--- src/rtl/matmult_stream_if_pkg.sv ---
// Shared types and constants for the 2x2 matrix multiplier stream interface.
// Included by matmult_stream_if and mod_counter.
package matmult_pkg;

    typedef enum logic [1:0] {
        LOAD  = 2'd0,
        WAIT  = 2'd1,
        DRAIN = 2'd2
    } state_e;

    localparam int NUM_OPERANDS = 8;
    localparam int NUM_RESULTS  = 4;
    localparam int CNT_W        = 8;

    localparam int A11_IDX = 0;
    localparam int A12_IDX = 1;
    localparam int A21_IDX = 2;
    localparam int A22_IDX = 3;
    localparam int B11_IDX = 4;
    localparam int B12_IDX = 5;
    localparam int B21_IDX = 6;
    localparam int B22_IDX = 7;

    // Last count value of each state; the single shared counter wraps on it.
    function automatic logic [CNT_W-1:0] term_for_state(input state_e s, input int calc_cycles);
        logic [CNT_W-1:0] t;
        t = '0;
        case (s)
            LOAD:    t = CNT_W'(NUM_OPERANDS - 1);
            WAIT:    t = CNT_W'(calc_cycles - 1);
            DRAIN:   t = CNT_W'(NUM_RESULTS - 1);
            default: t = '0;
        endcase
        return t;
    endfunction

endpackage

--- src/rtl/matmult_stream_if_mod_counter.sv ---
// Modulo counter with enable, synchronous clear and a runtime terminal value.
// Wraps to zero on an enabled cycle at the terminal value; tc flags that value.
module mod_counter
    import matmult_pkg::*;
#(
    parameter int W = CNT_W
) (
    input  logic         clk,
    input  logic         reset,
    input  logic         en,
    input  logic         clr,
    input  logic [W-1:0] term,
    output logic [W-1:0] cnt,
    output logic         tc
);

    logic [W-1:0] cnt_q;

    assign tc  = (cnt_q == term);
    assign cnt = cnt_q;

    always_ff @(posedge clk or posedge reset) begin
        if (reset) begin
            cnt_q <= '0;
        end else if (clr) begin
            cnt_q <= '0;
        end else if (en) begin
            cnt_q <= tc ? '0 : cnt_q + 1'b1;
        end
    end

endmodule

--- src/rtl/matmult_stream_if.sv ---
// Stream front/back end for the 2x2 matrix multiplier: loads 8 operands, waits
// CALC_CYCLES, captures 4 results and drains them. Optional MATMULT_STREAM_ERR_EN adds framing check.
module matmult_stream_if
    import matmult_pkg::*;
#(
    parameter int WIDTH       = 32,
    parameter int CALC_CYCLES = 4
) (
    input  logic             clk,
    input  logic             reset,
    input  logic [WIDTH-1:0] in_data,
    input  logic             in_valid,
    output logic             in_ready,
`ifdef MATMULT_STREAM_ERR_EN
    input  logic             in_last,
    output logic             err,
`endif
    output logic [WIDTH-1:0] a11,
    output logic [WIDTH-1:0] a12,
    output logic [WIDTH-1:0] a21,
    output logic [WIDTH-1:0] a22,
    output logic [WIDTH-1:0] b11,
    output logic [WIDTH-1:0] b12,
    output logic [WIDTH-1:0] b21,
    output logic [WIDTH-1:0] b22,
    input  logic [WIDTH-1:0] c11,
    input  logic [WIDTH-1:0] c12,
    input  logic [WIDTH-1:0] c21,
    input  logic [WIDTH-1:0] c22,
    output logic [WIDTH-1:0] out_data,
    output logic             out_valid,
    input  logic             out_ready,
    output logic             out_last,
    output logic             busy
);

    state_e           state_q;
    logic [CNT_W-1:0] cnt;
    logic [CNT_W-1:0] cnt_term;
    logic             cnt_tc;
    logic             cnt_en;
    logic             in_hs;
    logic             out_hs;
    logic             capture;

    logic [WIDTH-1:0] op_q  [NUM_OPERANDS];
    logic [WIDTH-1:0] res_q [NUM_RESULTS];
    logic [WIDTH-1:0] c_in  [NUM_RESULTS];

    assign in_ready  = (state_q == LOAD);
    assign out_valid = (state_q == DRAIN);
    assign busy      = (state_q == WAIT) || (state_q == DRAIN);
    assign out_last  = out_valid && cnt_tc;

    assign in_hs   = in_ready && in_valid;
    assign out_hs  = out_valid && out_ready;
    assign capture = (state_q == WAIT) && cnt_tc;

    assign cnt_term = term_for_state(state_q, CALC_CYCLES);

    always_comb begin
        cnt_en = 1'b0;
        case (state_q)
            LOAD:    cnt_en = in_valid;
            WAIT:    cnt_en = 1'b1;
            DRAIN:   cnt_en = out_ready;
            default: cnt_en = 1'b0;
        endcase
    end

    // One counter serves all three phases; each phase ends exactly when it wraps.
    mod_counter #(
        .W(CNT_W)
    ) u_cnt (
        .clk   (clk),
        .reset (reset),
        .en    (cnt_en),
        .clr   (1'b0),
        .term  (cnt_term),
        .cnt   (cnt),
        .tc    (cnt_tc)
    );

    always_ff @(posedge clk or posedge reset) begin
        if (reset) begin
            state_q <= LOAD;
        end else begin
            case (state_q)
                LOAD:    if (in_hs && cnt_tc)  state_q <= WAIT;
                WAIT:    if (cnt_tc)           state_q <= DRAIN;
                DRAIN:   if (out_hs && cnt_tc) state_q <= LOAD;
                default: state_q <= LOAD;
            endcase
        end
    end

    generate
        for (genvar gi = 0; gi < NUM_OPERANDS; gi++) begin : g_op
            always_ff @(posedge clk or posedge reset) begin
                if (reset) begin
                    op_q[gi] <= '0;
                end else if (in_hs && (cnt == CNT_W'(gi))) begin
                    op_q[gi] <= in_data;
                end
            end
        end
    endgenerate

    assign c_in[0] = c11;
    assign c_in[1] = c12;
    assign c_in[2] = c21;
    assign c_in[3] = c22;

    // Results are held locally so the multiplier may move on while draining.
    generate
        for (genvar gi = 0; gi < NUM_RESULTS; gi++) begin : g_res
            always_ff @(posedge clk or posedge reset) begin
                if (reset) begin
                    res_q[gi] <= '0;
                end else if (capture) begin
                    res_q[gi] <= c_in[gi];
                end
            end
        end
    endgenerate

    assign out_data = out_valid ? res_q[cnt[1:0]] : '0;

    assign a11 = op_q[A11_IDX];
    assign a12 = op_q[A12_IDX];
    assign a21 = op_q[A21_IDX];
    assign a22 = op_q[A22_IDX];
    assign b11 = op_q[B11_IDX];
    assign b12 = op_q[B12_IDX];
    assign b21 = op_q[B21_IDX];
    assign b22 = op_q[B22_IDX];

`ifdef MATMULT_STREAM_ERR_EN
    logic err_q;

    // Sticky framing error: in_last must be high on the eighth word only.
    always_ff @(posedge clk or posedge reset) begin
        if (reset) begin
            err_q <= 1'b0;
        end else if (in_hs && (in_last != cnt_tc)) begin
            err_q <= 1'b1;
        end
    end

    assign err = err_q;
`endif

endmodule

--- config.mk ---
export PLATFORM = sky130hd
export DESIGN_NAME = matmult_stream_if
export DESIGN_NICKNAME = d
export VERILOG_FILES = /design/src/rtl/matmult_stream_if_pkg.sv /design/src/rtl/matmult_stream_if_mod_counter.sv /design/src/rtl/matmult_stream_if.sv
export SDC_FILE = /design/constraint.sdc
export NUM_CORES = 1
export LEC_CHECK = 0
export CAP_MARGIN = 40
export CORE_ASPECT_RATIO = 0.7
export CORE_MARGIN = 1
export CORE_UTILIZATION = 48
export CTS_CLUSTER_DIAMETER = 60
export CTS_CLUSTER_SIZE = 16
export DETAILED_ROUTE_END_ITERATION = 7
export PLACE_DENSITY_LB_ADDON = 0.08
export SLEW_MARGIN = 10
export SYNTH_ARGS = -nofsm -noshare
export SYNTH_HDL_FRONTEND = slang
export SYNTH_SLANG_ARGS = --single-unit
--- constraint.sdc ---
create_clock -name clk -period 16.45 [get_ports clk]
set_input_delay 3.29 -clock clk [delete_from_list [all_inputs] [get_ports clk]]
set_output_delay 3.29 -clock clk [all_outputs]
set_load 0.005 [all_outputs]
* Word level (Yosys, flattened, before mapping)
Cells that the tools add are included.
Cells by class: eq/ne operators 13, magnitude comparators 1, mux-type cells 11, divide/modulo/power cells 0, shift-type cells 0, bitwise logic cells 1, reduce and logical (&&, ||, !) cells 19, add/sub/neg operators 1, $mul 0
Operator list (count):
- 32-bit 2-to-1 mux | 3
- 32-bit binary-select mux with 2-bit select | 1
- 8-bit by 3-bit == test with 1-bit output (second input constant) | 4
- 8-bit by 2-bit == test with 1-bit output (second input constant) | 2
- 1-bit logical AND | 14
- 8-bit by 1-bit adder with 8-bit output (second input constant) | 1
- 8-bit by 1-bit == test with 1-bit output (second input constant) | 1
- 8-bit by 3-bit == test with 1-bit output | 1
- 8-bit zero test | 1
- 8-bit 2-to-1 mux | 1
- 2-bit 2-to-1 mux | 3
- 2-bit one-hot mux with 3 select lines | 1
- 3-bit one-hot mux with 2 select lines | 1
- 2-bit by 1-bit != test with 1-bit output (second input constant) | 2
- 3-bit >= comparator (second input constant) | 1
- 2-bit NOT with 3-bit output | 1
- 1-bit one-hot mux with 3 select lines | 1
- 3-bit AND reduction | 1
- 2-bit by 1-bit == test with 1-bit output (second input constant) | 1
- 2-bit == test (second input constant) | 1
- 2-bit zero test | 1
- 2-bit != test (second input constant) | 1
- 2-bit OR reduction | 1
- 1-bit logical OR | 1
Word-level totals: output and inout port bits 292, flip-flop bits (word level) 394, word-level logic and storage cells 60, bits in read-only memories 0, memory bits (writable) 0, memories kept 0, latch bits 0

* Longest topological paths before layout
depth after elaboration 7, depth in mapped cells 8, mapped depth without buffers 6

* By module
Synthesis repeated with hierarchy kept, for this count alone.
Second synthesis, totals: cell total of the unflattened synthesis 971, area, all modules 15957.8 um^2
By module, submodules not included:
- matmult_stream_if | sequential area each 9659.3 um^2, cells an instance 920, area an instance 15416.0 um^2, instances 1
- mod_counter | sequential area each 200.2 um^2, cells an instance 51, area an instance 541.8 um^2, instances 1

* Worst setup path after synthesis
Ideal clock, no wire load.
kind register to output, start point register u_cnt.cnt_q[0], in the netlist u_cnt.cnt[0], end point output port out_data[16], cell stages (with the launch flop) 5, data required time 13.160 ns, data arrival time 1.780 ns, setup slack 11.380 ns, path through dfrtp_1 buf_6 buf_1 mux4_2 and2_1
On the way: longest elaborated chain between the ends 5
RTL lines:
- start, declared | RTL line matmult_stream_if_mod_counter.sv:17 | logic [W-1:0] cnt_q;
- start signal, assigned | RTL line matmult_stream_if_mod_counter.sv:28 | cnt_q <= tc ? '0 : cnt_q + 1'b1;
- 2-bit NOT with 3-bit output (implied by the code) | RTL line matmult_stream_if.sv:127 | assign out_data = out_valid ? res_q[cnt[1:0]] : '0;
- 32-bit binary-select mux with 2-bit select | RTL line matmult_stream_if.sv:127
- 32-bit 2-to-1 mux (implied by the code) (2 in a row) | RTL line matmult_stream_if.sv:127
- 32-bit 2-to-1 mux | RTL line matmult_stream_if.sv:127
- end, declared | RTL line matmult_stream_if.sv:30 | output logic [WIDTH-1:0] out_data,
No other way between the ends. The select of a mux whose other input is x is not followed.

* Final worst setup path
start point register u_cnt.cnt_q[1], in the netlist u_cnt.cnt[1], end point output port out_last
On the way: longest elaborated chain between the ends 2
RTL lines:
- 8-bit by 3-bit == test with 1-bit output | RTL line matmult_stream_if_mod_counter.sv:19 | assign tc = (cnt_q == term);
- 1-bit logical AND | RTL line matmult_stream_if.sv:53 | assign out_last = out_valid && cnt_tc;
- end, declared | RTL line matmult_stream_if.sv:33 | output logic out_last,
No other way between the ends.

==> summary.md <==
| Metric | Value |
|---|---|
| Outcome | `finished clean` |
| Clock latency at the later pin of the worst-skew pair | `0.58 ns` |
| Starting DRT DRC Count | `478` |
| Number of max-cap violations | `0` |
| Accumulated negative setup slack | `0 ns` |
| GRT Total Usage | `24.2%` |
| Required time at the endpoint of the critical path | `13.16 ns` |
| Synth warnings | `0` |
| Arr. time, crit path | `3.03 ns` |
| Number of antenna cells inserted | `0` |
| Start point of the worst min-delay path | `a11[8]$_DFFE_PP0P_` |
| Total Nets Final | `1587` |
| Number of fill cells | `2464` |
| Worst-path cell chain | `or3b_4 > a2111oi_4 > and2_1 > clkdlybuf4s50_1` |
| Worst-Margin Slew | `0.976 ns` |
| Pin count of the biggest net entering global routing | `173` |
| Final antenna-violating net count | `0` |
| Top cell type by total area after synthesis | `dfrtp_1` |
| Row count | `56` |
| Power density normalized to cell area | `183 mW/mm²` |
| Leakage | `9.83 nW` |
| Leftover overflow at the end of global routing | `0` |
| Startpoint type of the worst setup path | `flip-flop` |
| Clock skew after layout | `0.0150 ns` |
| Total standard cell area after synthesis | `0.0163 mm²` |
| Reg2Reg Setup Slack | `12.63 ns` |
| Area grow syn2layout | `36.0%` |
| CP bufs+invs | `1` |
| CTS Hold Buffers Added | `0` |
| Share of the synthesized area in the top cell type | `60.4%` |
| Cell depth of the worst min-delay path | `1` |
| Worst stage delay on the critical path | `0.63 ns` |
| Iteration count of the initial detailed-routing pass | `4` |
| Total of cells resized after clock tree synthesis | `0` |
| Wire length of the first global-routing pass | `64.1 mm` |
| Horiz. Die Dim | `222 µm` |
| End of the worst register-to-register path | `res_q[7]$_DFFE_PP0P_` |
| Number of setup violations in the final report | `0` |
| Seq/Total Area, Yosys | `60.4%` |
| TritonCTS clock tree | `done` |
| Pre-CTS setup slack | `10.20 ns` |
| Tot Pwr | `4.05 mW` |
| Maximum ir drop on the vdd rail | `0.106 mV` |
| Routed Wire Length | `42.2 mm` |
| Number of port buffers | `455` |
| Final critical path time including I/O delays and setup | `6.32 ns` |
| Vias in the first global route | `10200` |
| Number of nets in the synthesized netlist | `1140` |
| Share of the clock period used by the worst path after layout | `38.4%` |
| Maximum level of the CTS H-tree | `1` |
| Clock-pin slew reported for the worst setup and hold paths after clock tree synthesis | `0.08 ns` |
| Maximum root-to-sink buffer count | `3` |
| Count of unique library cells instantiated by Yosys | `36` |
| DRC viols | `0` |
| Largest fanout on the critical path | `20` |
| DR WL/cell | `22.7 µm` |
| Count of vias placed by the detailed router | `9776` |
| Min Hold Slack | `0.488 ns` |
| Root buffer cell | `clkbuf_16` |
| Finished layout cell area | `0.0222 mm²` |
| Final non-filler cell total | `1856` |
| Worst min-delay path class | `flip-flop to flip-flop` |
| Length in cells of the worst reg-to-reg path | `6` |
| Max Transition Viols Final | `0` |
| HPWL after detailed placement | `29.5 mm` |
| Endpoint with the worst hold slack | `a11[8]$_DFFE_PP0P_` |
| Post-layout worst setup margin | `10.13 ns` |
| Max_slew headroom | `34.9%` |
| Final hold violation count | `0` |
| Core box area | `0.0335 mm²` |
| Initial cell density of the core | `48.8%` |
| Gate Count Post-Synth | `967` |
| Peak clock frequency supported by timing | `0.158 GHz` |
| Final weighted congestion in routability-driven placement | `0.792` |
| Category of cells accounting for the largest share of critical-path delay | `simple AND/OR/NAND/NOR gates` |
| Utilization after layout | `66.3%` |
| Setup crit end kind | `output pin` |
| Placed cells | `1817` |
| Biggest area contributors in the synthesized netlist | `dfrtp_1, mux2_2, mux2_4` |
| Post-CTS Setup Repair Bufs | `0` |
| Top-Level Pins | `456` |
| Number of flip-flops and latches in the synthesized netlist | `394` |
| Worst-path cell with the longest stage delay | `a2111oi_4` |
| Proportion of layout cells with a drive suffix above 1 | `32.2%` |
| Post-detailed-route via-to-cell ratio | `5.27` |
| Count of clock tree sinks | `394` |
| Number of antenna violations at the first check in global routing | `1` |
| Worst Path Class, Setup | `flip-flop to output pin` |
| Num CTS Buffers | `30` |
| Critical register-to-register path startpoint | `u_cnt.cnt[1]$_DFFE_PP0P_` |
| Die outline area | `0.0348 mm²` |
| Vertical die dimension | `156 µm` |
| Unrepaired setup endpoints after global routing | `no` |
| Synthesized area divided by synthesized cell count | `16.9 µm²` |
| Placed cell area | `0.0214 mm²` |
-- worst max path at each step --
| stage | depth (start not counted) | slack (ns) | to | from |
|---|---|---|---|---|
| after floorplan | 1 | 2.21 | a11[0]$_DFFE_PP0P_ | reset |
| after global placement | 4 | 9.89 | u_cnt.cnt[0]$_DFFE_PP0P_ | reset |
| after detailed placement | 6 | 10.20 | u_cnt.cnt[0]$_DFFE_PP0P_ | reset |
| after CTS | 4 | 10.08 | out_data[20] | u_cnt.cnt[0]$_DFFE_PP0P_ |
| after global routing | 4 | 9.96 | out_data[20] | u_cnt.cnt[0]$_DFFE_PP0P_ |
| final | 4 | 10.13 | out_last | u_cnt.cnt[1]$_DFFE_PP0P_ |
-- cells in the mapped netlist (all sizes together) --
library cell	count
inv	8
or4	1
nand3b	2
mux4	32
o21ai	1
a211oi	1
nand2	4
buf	43
a22oi	1
xnor2	5
a31oi	1
a2bb2oi	1
and3	6
a211o	1
clkbuf	13
dfrtp	394
a21o	1
a2111oi	1
o2bb2ai	1
nand3	7
xor2	1
or3b	1
nor3	3
o22ai	1
nor3b	1
and2	34
nor2	3
mux2	385
ha	9
nand4	4
a221oi	1
-- worst reg2reg max path, cell delays in order (launching register included) --
cell and delay [ns]:
dfrtp_2 0.61, or3b_4 0.48, a2111oi_4 0.63, nand2_4 0.47, buf_4 0.53, buf_4 0.53, mux2_1 0.48
-- layer usage --
metal | routed length [µm] | up-vias | part of all wire (%) | track usage (%)
li1 | - | 4338 | - | -
met1 | 18700 | 5109 | 44 | 33.5
met2 | 19800 | 260 | 47 | 38.4
met3 | 2740 | 67 | 6.5 | 6.50
met4 | 925 | 2 | 2.2 | 5.45
met5 | 10 | - | 0.024 | 0
-- registers in the layout (all words and copies together) (netlist names) --
name       flops
a12           32
res_q        128
a11           32
a21           32
state_q        2
b21           32
a22           32
b11           32
b12           32
u_cnt.cnt      8
b22           32
-- layout by cell type (no fill, tap or decap), types with 2 or more instances in the layout --
cell type / n
mux2_2: 256
dfrtp_1: 392
buf_12: 5
clkbuf_16: 31
ha_1: 8
clkinvlp_4: 2
nor3_1: 3
inv_1: 7
xnor2_1: 5
and3_2: 4
mux2_1: 29
nand4_1: 4
and3_1: 2
nand3b_1: 2
clkinv_4: 2
buf_16: 3
mux2_4: 100
nand2_1: 3
nor2_1: 3
and2_1: 34
dfrtp_2: 2
nand3_1: 3
buf_4: 8
clkbuf_1: 2
clkdlybuf4s50_1: 455
mux4_2: 32
nand3_2: 4
-- where the power goes --
part | switching (mW) | total, mW | internal (mW)
Combinational | 0.533 | 1.68 | 1.14
Clock | 0.336 | 0.674 | 0.338
Sequential | 0.266 | 1.71 | 1.44
Total | 1.14 | 4.05 | 2.92
-- cell families (layout without fill, tap and decap cells) --
group,after synthesis,in the layout,share of synthesized area (%)
muxes,417,417,33.3
buffers and inverters,64,518,2.31
adders and majority gates,9,9,0.690
and+or+nand+nor,66,66,2.43
xor gates and xnor gates,6,6,0.322
DFF,394,394,60.4
AOI/OAI and AO/OA,11,11,0.628
-- cell type report --
class	instances	area (µm²)	share of cell area, %
sequential	394	9860	44.4
multi-input combinational	509	6130	27.6
timing repair buffer	471	4800	21.6
clock buffer	33	783	3.53
tap	435	544	2.45
clock inverter	6	53.8	0.242
inverter	8	37.5	0.169
No activity file was read; power rests on OpenSTA's default activity.
